File: src/rtl/video_mon_pkg.sv
// Shared types and constants for the receive-side video timing monitor.
// Holds the monitor FSM states, the error bit positions and the counter helpers.
package video_mon_pkg;

   typedef enum logic {
      WAIT_VS = 1'b0,
      RUN     = 1'b1
   } mon_state_t;

   localparam int ERR_HLEN = 0;
   localparam int ERR_VLEN = 1;
   localparam int ERR_SYNC = 2;

   localparam int CNT_W = 12;
   localparam int SIG_W = 24;

   // Counters stick at all-ones so an overlong line or frame stays visibly wrong.
   function automatic logic [CNT_W-1:0] sat_inc(input logic [CNT_W-1:0] v);
      return (&v) ? v : v + CNT_W'(1);
   endfunction

   function automatic logic [SIG_W-1:0] sig_step(input logic [SIG_W-1:0] acc,
                                                 input logic [SIG_W-1:0] rgb);
      return {acc[SIG_W-2:0], acc[SIG_W-1]} ^ rgb;
   endfunction

endpackage

File: src/rtl/video_edge_sync.sv
// Two-stage input registering of the video signals, with falling-edge
// detection on the frame and line boundaries.
module video_edge_sync
   import video_mon_pkg::*;
(
   input  logic             pixel_clk,
   input  logic             pixel_rst_n,
   input  logic             hs,
   input  logic             vs,
   input  logic             blank,
   input  logic [SIG_W-1:0] rgb,
   output logic             s1_hs,
   output logic             s1_vs,
   output logic             s1_blank,
   output logic [SIG_W-1:0] s1_rgb,
   output logic             vs_fall,
   output logic             blank_fall
);

   logic s2_vs;
   logic s2_blank;

   // NOTE: sequential state uses non-blocking assignments so every flop
   // samples the pre-edge value of its neighbours.
   always_ff @(posedge pixel_clk or negedge pixel_rst_n) begin
      if (!pixel_rst_n) begin
         s1_hs    <= 1'b1;
         s1_vs    <= 1'b1;
         s1_blank <= 1'b0;
         s1_rgb   <= '0;
         s2_vs    <= 1'b1;
         s2_blank <= 1'b0;
      end else begin
         s1_hs    <= hs;
         s1_vs    <= vs;
         s1_blank <= blank;
         s1_rgb   <= rgb;
         s2_vs    <= s1_vs;
         s2_blank <= s1_blank;
      end
   end

   // Idle levels in reset (syncs high, blanking) keep a reset release from
   // looking like a boundary edge.
   assign vs_fall    = s2_vs & ~s1_vs;
   assign blank_fall = s2_blank & ~s1_blank;

endmodule

File: src/rtl/video_sink_monitor.sv
// Receive-side video timing monitor: measures line and frame geometry,
// latches sticky timing errors, counts frames and signs each frame's pixels.
module video_sink_monitor
   import video_mon_pkg::*;
#(
   parameter int HDISP = 800,
   parameter int VDISP = 480
) (
   input  logic             pixel_clk,
   input  logic             pixel_rst_n,
   input  logic             video_hs,
   input  logic             video_vs,
   input  logic             video_blank,
   input  logic [SIG_W-1:0] video_rgb,
   input  logic             err_clr,
   output logic             frame_done,
   output logic [15:0]      frame_cnt,
   output logic [CNT_W-1:0] meas_hdisp,
   output logic [CNT_W-1:0] meas_vdisp,
   output logic [SIG_W-1:0] frame_sig,
   output logic [2:0]       err,
   output logic             locked
);

   localparam logic [CNT_W-1:0] HDISP_C = CNT_W'(HDISP);
   localparam logic [CNT_W-1:0] VDISP_C = CNT_W'(VDISP);

   logic             s1_hs;
   logic             s1_vs;
   logic             s1_blank;
   logic [SIG_W-1:0] s1_rgb;
   logic             vs_fall;
   logic             blank_fall;

   mon_state_t       state;
   mon_state_t       state_nxt;

   logic             lock_evt;
   logic             frame_evt;
   logic             line_evt;
   logic             pix_evt;
   logic             sync_evt;

   logic [CNT_W-1:0] px_cnt;
   logic [CNT_W-1:0] line_cnt;
   logic [CNT_W-1:0] line_cnt_closed;
   logic [SIG_W-1:0] acc;
   logic [2:0]       err_set;

   video_edge_sync u_edge_sync (
      .pixel_clk   (pixel_clk),
      .pixel_rst_n (pixel_rst_n),
      .hs          (video_hs),
      .vs          (video_vs),
      .blank       (video_blank),
      .rgb         (video_rgb),
      .s1_hs       (s1_hs),
      .s1_vs       (s1_vs),
      .s1_blank    (s1_blank),
      .s1_rgb      (s1_rgb),
      .vs_fall     (vs_fall),
      .blank_fall  (blank_fall)
   );

   always_ff @(posedge pixel_clk or negedge pixel_rst_n) begin
      if (!pixel_rst_n) state <= WAIT_VS;
      else              state <= state_nxt;
   end

   // NOTE: every combinational output gets a default first, so no path
   // through the case leaves a latch behind.
   always_comb begin
      state_nxt = state;
      case (state)
         WAIT_VS: if (vs_fall) state_nxt = RUN;
         RUN:     state_nxt = RUN;
         default: state_nxt = WAIT_VS;
      endcase
   end

   always_comb begin
      locked    = 1'b0;
      lock_evt  = 1'b0;
      frame_evt = 1'b0;
      line_evt  = 1'b0;
      pix_evt   = 1'b0;
      sync_evt  = 1'b0;
      case (state)
         WAIT_VS: lock_evt = vs_fall;
         RUN: begin
            locked    = 1'b1;
            frame_evt = vs_fall;
            line_evt  = blank_fall;
            pix_evt   = s1_blank;
            sync_evt  = s1_blank & (~s1_vs | ~s1_hs);
         end
         default: ;
      endcase
   end

   // A line that closes on the frame boundary still belongs to the ending frame.
   assign line_cnt_closed = line_evt ? sat_inc(line_cnt) : line_cnt;

   always_comb begin
      err_set           = '0;
      err_set[ERR_HLEN] = line_evt && (px_cnt != HDISP_C);
      err_set[ERR_VLEN] = frame_evt && (line_cnt_closed != VDISP_C);
      err_set[ERR_SYNC] = sync_evt;
   end

   always_ff @(posedge pixel_clk or negedge pixel_rst_n) begin
      if (!pixel_rst_n) begin
         px_cnt     <= '0;
         line_cnt   <= '0;
         acc        <= '0;
         frame_done <= 1'b0;
         frame_cnt  <= '0;
         meas_hdisp <= '0;
         meas_vdisp <= '0;
         frame_sig  <= '0;
         err        <= '0;
      end else begin
         frame_done <= 1'b0;

         if (lock_evt || line_evt) px_cnt <= '0;
         else if (pix_evt)         px_cnt <= sat_inc(px_cnt);

         if (line_evt) meas_hdisp <= px_cnt;

         if (lock_evt) begin
            line_cnt <= '0;
            acc      <= '0;
         end else if (frame_evt) begin
            meas_vdisp <= line_cnt_closed;
            frame_sig  <= acc;
            frame_cnt  <= frame_cnt + 16'd1;
            frame_done <= 1'b1;
            line_cnt   <= '0;
            acc        <= '0;
         end else begin
            line_cnt <= line_cnt_closed;
            if (pix_evt) acc <= sig_step(acc, s1_rgb);
         end

         // A new error outranks a clear landing on the same cycle.
         err <= (err & ~{3{err_clr}}) | err_set;
      end
   end

endmodule
File: config.mk
export PLATFORM = sky130hd
export DESIGN_NAME = video_sink_monitor
export DESIGN_NICKNAME = d
export VERILOG_FILES = /design/src/rtl/video_mon_pkg.sv /design/src/rtl/video_edge_sync.sv /design/src/rtl/video_sink_monitor.sv
export SDC_FILE = /design/constraint.sdc
export NUM_CORES = 1
export LEC_CHECK = 0
export CAP_MARGIN = 0
export CORE_MARGIN = 2
export CORE_UTILIZATION = 53
export CTS_CLUSTER_DIAMETER = 100
export CTS_CLUSTER_SIZE = 24
export DETAILED_ROUTE_END_ITERATION = 16
export HOLD_SLACK_MARGIN = 0.06
export PLACE_DENSITY = 0.92
export SYNTH_ARGS = -nofsm -noshare
export SYNTH_HDL_FRONTEND = slang
export SYNTH_SLANG_ARGS = --single-unit
File: constraint.sdc
create_clock -name pixel_clk -period 2.6 [get_ports pixel_clk]
set_input_delay 0.78 -clock pixel_clk [delete_from_list [all_inputs] [get_ports pixel_clk]]
set_output_delay 0.78 -clock pixel_clk [all_outputs]
set_load 0.02 [all_outputs]
# Word level (Yosys, flattened, before mapping)

Index checks and enable logic that the tools add are counted.
Widths: inputs -> output; s select.

Bits in registers: 146
Bits of input ports: 30
Output and inout port bits: 69
Word-level logic and storage cells: 64

$add $sub $neg: 3
Equality and inequality tests: 3
Muxes and demuxes: 20
Bitwise gates (word level): 13
Reduce and logical (&&, ||, !) cells: 9

Operator list:

| kind                  | number |
|---|---|
| $mux 12               | 7 |
| $mux 24               | 3 |
| $add 12x1->12 const B | 2 |
| $reduce_and 12->1     | 2 |
| $xor 24x24->24        | 1 |
| $add 16x1->16 const B | 1 |
| $ne 12x10->1 const B  | 1 |
| $ne 12x9->1 const B   | 1 |
| $mux 1                | 9 |
| $not 1->1             | 5 |
| $reduce_and 2->1      | 2 |
| $and 1x1->1           | 3 |
| $and 3x3->3           | 1 |
| $not 3->3             | 1 |
| $or 3x3->3            | 1 |
| $reduce_bool 3->1     | 1 |
| $logic_and 1x1->1     | 2 |
| $ne 2x2->1 const B    | 1 |
| $pmux 1 s2            | 1 |
| $reduce_bool 2->1     | 1 |
| $logic_or 1x1->1      | 1 |
| $or 1x1->1            | 1 |

# Depth between registers and ports, before layout

Depth in word-level cells: 7
Gate-level depth with buffers: 8
Gate-level depth less buffers: 7

# By module

A second synthesis with hierarchy kept.

Cell total of the unflattened synthesis: 567
Area, all modules: 6049.6 sq um

By module, submodules not included:

| module             | instances | cells an instance | area each (sq um) | seq. area each (sq um) |
|---|---|---|---|---|
| video_sink_monitor | 1         | 536               | 5292.6            | 2927.8 |
| video_edge_sync    | 1         | 31                | 757.0             | 729.4 |

# Least setup slack after synthesis

OpenSTA, ideal clock, no wires.

Kind: register to register
Start: reg line_cnt[0]
End: reg err[1]
Setup time: 0.082 ns
Data arrival time: 1.861 ns
Data required time: 2.518 ns
Path slack: 0.657 ns
Stages on the path, launching flop included: 8
Path buffers: 1
Clock period less this slack: 1.943 ns
Path through: dfrtp_1 ha_1 nand4_1 or3_1 clkbuf_1 nand2_1 mux2_2 a31oi_1

Cells in the longest elaborated chain, start to end: 6
Elaborated cells between the ends (all ways): 7
Those cells by class: 1 x add/sub; 1 x eq/ne; 2 x mux; 1 x bitwise; 2 x reduce/logical

Ends and longest elaborated chain:

| element                                            | RTL line                  | RTL |
|---|---|---|
| start: declaration                                 | video_sink_monitor.sv:45  | `logic [CNT_W-1:0] line_cnt;` |
| start signal: assignment                           | video_sink_monitor.sv:141 | `line_cnt <= line_cnt_closed;` |
| $add 12x1->12 or $reduce_and 12->1 (tied branches) | video_mon_pkg.sv:19       | `return (&v) ? v : v + CNT_W'(1);` |
| $mux 12                                            | video_mon_pkg.sv:19       |  |
| $mux 12 (*)                                        | video_sink_monitor.sv:102 | `assign line_cnt_closed = line_evt ? sat_inc(line_cnt) : line_cnt;` |
| $ne 12x9->1 (*)                                    | video_sink_monitor.sv:107 | `err_set[ERR_VLEN] = frame_evt && (line_cnt_closed != VDISP_C);` |
| $logic_and 1x1->1 (*)                              | video_sink_monitor.sv:107 |  |
| $or 3x3->3 (*)                                     | video_sink_monitor.sv:146 | `err <= (err & ~{3{err_clr}}) \| err_set;` |
| end signal: assignment                             | video_sink_monitor.sv:146 |  |
| end: declaration                                   | video_sink_monitor.sv:21  | `output logic [2:0] err,` |

Every way passes the cells marked *; elsewhere a longest branch is shown, timed or not.
A chain may end at the register's enable or synchronous reset.

# Worst setup path in the final report

Start: reg state
End: out locked

Cells in the longest elaborated chain, start to end: 1

Ends and longest elaborated chain:

| element                  | RTL line                 | RTL |
|---|---|---|
| start: declaration       | video_sink_monitor.sv:35 | `mon_state_t state;` |
| start signal: assignment | video_sink_monitor.sv:67 | `else state <= state_nxt;` |
| $mux 1                   | video_sink_monitor.sv:88 | `case (state)` |
| end: declaration         | video_sink_monitor.sv:22 | `output logic locked` |

No other way between the ends.

==> impl_summary.log <==
INFO  metric run_status = complete, no violations
INFO  metric async_flop_share = 100%
INFO  metric worst_slew_margin_rel = 61.3%
INFO  metric netlist_instances = 509
INFO  metric finalMaxSlewViolations = 0
INFO  metric wire_per_inst = 16.9 um
INFO  metric p_leak = 0.00335 uW
INFO  metric floorplan.rows = 38
INFO  metric synth.top_cells.by_count = sky130_fd_sc_hd__dfrtp_1, sky130_fd_sc_hd__nand2_1, sky130_fd_sc_hd__nor2_1, sky130_fd_sc_hd__xnor2_1, sky130_fd_sc_hd__mux2_2
INFO  metric timing.max_cap.violations = 0
INFO  metric chipHeight = 110 um
INFO  metric worstPathRequired = 1.82 ns
INFO  metric via_count_of_the_first_global_routing_pass = 4,334
INFO  metric synth_area = 5930 um^2
INFO  metric tritoncts.num_buffers = 17
INFO  metric ys_ff_latch = 146
INFO  metric crit_path_max_incr_delay = 0.68 ns
INFO  metric port-buffer-count = 98
INFO  metric drt-pass1-iter-count = 4
INFO  metric cts_sinks = 146
INFO  metric worstPathMaxFanout = 10
INFO  metric period_minus_slack = 2.46 ns
INFO  metric final_nets = 650
INFO  metric synth_fp_nets = 543
INFO  metric synth-seq-area-share = 61.7%
INFO  metric netlist.area_leader.share = 60.4%
INFO  metric holdBufCountCts = 0
INFO  metric finalPower = 6640 uW
INFO  metric io-pin-count = 99
INFO  metric synth_enable_flop_cells = 0
INFO  metric first_iter_violations = 187
INFO  metric yosysTopAreaCell = sky130_fd_sc_hd__dfrtp_1
INFO  metric cts.htree.levels = 4
INFO  metric grt_first_pass_wirelength = 21.5 mm
INFO  metric worstPathCellList = clkdlybuf4s50_1
INFO  metric timing.critical_path.slowest_stage_cell = sky130_fd_sc_hd__clkdlybuf4s50_1
INFO  metric floorplan.core_area = 10,900 um^2
INFO  metric setup-tns-final = 0 ns
INFO  metric num_vias = 4,239
INFO  metric total_routing_resource_utilization_after_global_routing = 23.7%
INFO  metric fillCellCount = 753
INFO  metric antenna_found_initial = 0
INFO  metric irDropWorstVdd = 0.000540 V
INFO  metric timing.final.crit_share = 94.7%
INFO  metric synth_flop_cell = sky130_fd_sc_hd__dfrtp_1
INFO  metric final_antenna_net_count = 0
INFO  metric worst_pin_slew = 0.576 ns
INFO  metric worstSkewPairLatency = 0.52 ns
INFO  metric syn_area_per_cell = 11.6 um^2
INFO  metric rsz_0062_raised_after_global_routing = no
INFO  metric clk_transition_reported_paths = 0.06 ns
INFO  metric yosys.cell_types.count = 50
INFO  metric post_cts.resized_instances = 0
INFO  metric gr-total-overflow = 0
INFO  metric clock_tree_from_tritoncts = built
INFO  metric worst_ep_arrival_time = 1.68 ns
INFO  metric drive_gt1_share = 12.9%
INFO  metric die-area = 12,000 um^2
INFO  metric hold_removal_path_class = primary input to asynchronous set/reset pin
INFO  metric clock_tree.buffer_depth = 2
INFO  metric power_density = 859 nW/um^2
INFO  metric synth_most_common_cell = sky130_fd_sc_hd__dfrtp_1
INFO  metric multi_input_gate_area_in_the_final_layout = 2160 um^2
INFO  metric fmax = 406 MHz
INFO  metric grt_max_degree = 63
INFO  metric crit_buf_inv = 1
INFO  metric drc = 0
INFO  metric critical_path.endpoint_type = primary output
INFO  metric dp_hpwl = 8.51 mm
INFO  metric finalSetupViolCount = 0
INFO  metric chipWidth = 110 um
INFO  metric yosys_warnings = 0
INFO  metric worstSetupStartpointType = register
INFO  metric critPathKind = register to primary output
INFO  metric antenna_cells_inserted = 0
INFO  metric ys_top_cells_by_area = sky130_fd_sc_hd__dfrtp_1, sky130_fd_sc_hd__xnor2_1, sky130_fd_sc_hd__mux2_2
INFO  metric via_per_inst = 5.52
INFO  metric critical-path-top-delay-family = buffers and inverters
INFO  metric final_worst_clock_skew = 0.00768 ns
INFO  metric layout.area.seq = 3660 um^2
INFO  metric final_hold_viol_count = 0
INFO  metric drt_wl_total = 13.0 mm
INFO  metric areaGrowthSynthToFinish = 30.3%
INFO  metric finalWeightedCongestion = 0.921
INFO  metric initial_core_util = 54.4%
INFO  metric cts_setup_buffers = 0
INFO  metric clockRootBuffer = sky130_fd_sc_hd__clkbuf_8
-- sequential cells by signal, indices dropped and copies added, names as in the netlist, 3 cells and up --
register	flops
acc	24
err	3
frame_cnt	16
frame_sig	24
line_cnt	12
meas_hdisp	12
meas_vdisp	12
px_cnt	12
u_edge_sync.s1_rgb	24
-- worst paths after layout --
path | start | end | slack, ns | depth (start not counted)
setup / recovery | state | locked | 0.14 | 1
hold / removal | pixel_rst_n | acc[2] | 0.25 | 1
setup reg to reg | line_cnt[0] | err[1] | 0.40 | 6
hold reg to reg | u_edge_sync.s1_vs | u_edge_sync.s2_vs | 0.38 | 0
max in group asynchronous | pixel_rst_n | frame_sig[17] | 1.69 | 2
min in group pixel_clk | u_edge_sync.s1_vs | u_edge_sync.s2_vs | 0.38 | 0
-- kinds of logic (layout without fill, tap and decap cells) --
kind of cell / Yosys count / count (layout) / synth area share [%]
simple gates: 180 / 180 / 14.3
compound gates: 72 / 72 / 8.34
xor+xnor: 45 / 45 / 6.65
flops: 146 / 146 / 61.7
mux: 34 / 34 / 6.29
buf+inv: 28 / 147 / 1.86
fa+ha+maj: 4 / 4 / 0.844
-- layer usage --
metal	vias up	track usage (%)	share of wire, %
li1	1971	-	-
met1	2106	29.5	42
met2	147	39.4	52
met3	15	6.88	5.3
met4	0	8.77	0.99
met5	-	0	0
-- cell usage in the layout, fill, tap and decap left out, types with 9 or more instances in the layout --
master,count
sky130_fd_sc_hd__xnor2_1,39
sky130_fd_sc_hd__nor2_1,56
sky130_fd_sc_hd__dfrtp_1,143
sky130_fd_sc_hd__nand3_1,17
sky130_fd_sc_hd__o21ai_0,22
sky130_fd_sc_hd__a211oi_1,25
sky130_fd_sc_hd__nand2_1,66
sky130_fd_sc_hd__clkbuf_16,16
sky130_fd_sc_hd__mux2_2,26
sky130_fd_sc_hd__buf_4,9
sky130_fd_sc_hd__clkdlybuf4s50_1,97
-- where the power goes --
part | switching (uW) | internal [uW] | total [uW]
combinational | 619 | 626 | 1240
clock | 889 | 1660 | 2550
sequential | 272 | 2570 | 2850
-- final cells by class --
cell class / count / share of cell area (%)
clock buffers: 23 / 6.17
clock inverters: 8 / 1.94
inverters: 8 / 0.389
multi-input cells: 335 / 28.0
flip-flops and latches: 146 / 47.4
well taps: 140 / 2.27
repair buffers: 108 / 13.9
-- through the flow --
stage | std cells | area [um^2] | util [%] | setup slack, ns | hold slack, ns
floorplan | 509 | 5930 | - | 0.657 | 0.365
global placement | 737 | 7100 | 65.2 | 0.386 | 0.377
detailed placement | 737 | 7100 | 65.2 | 0.282 | 0.375
CTS | 768 | 7720 | 70.9 | 0.118 | 0.245
global route | 768 | 7720 | 70.9 | 0.0469 | 0.267
finish | 768 | 7720 | 70.9 | 0.139 | 0.247
Power figures use the tool's default switching activity.
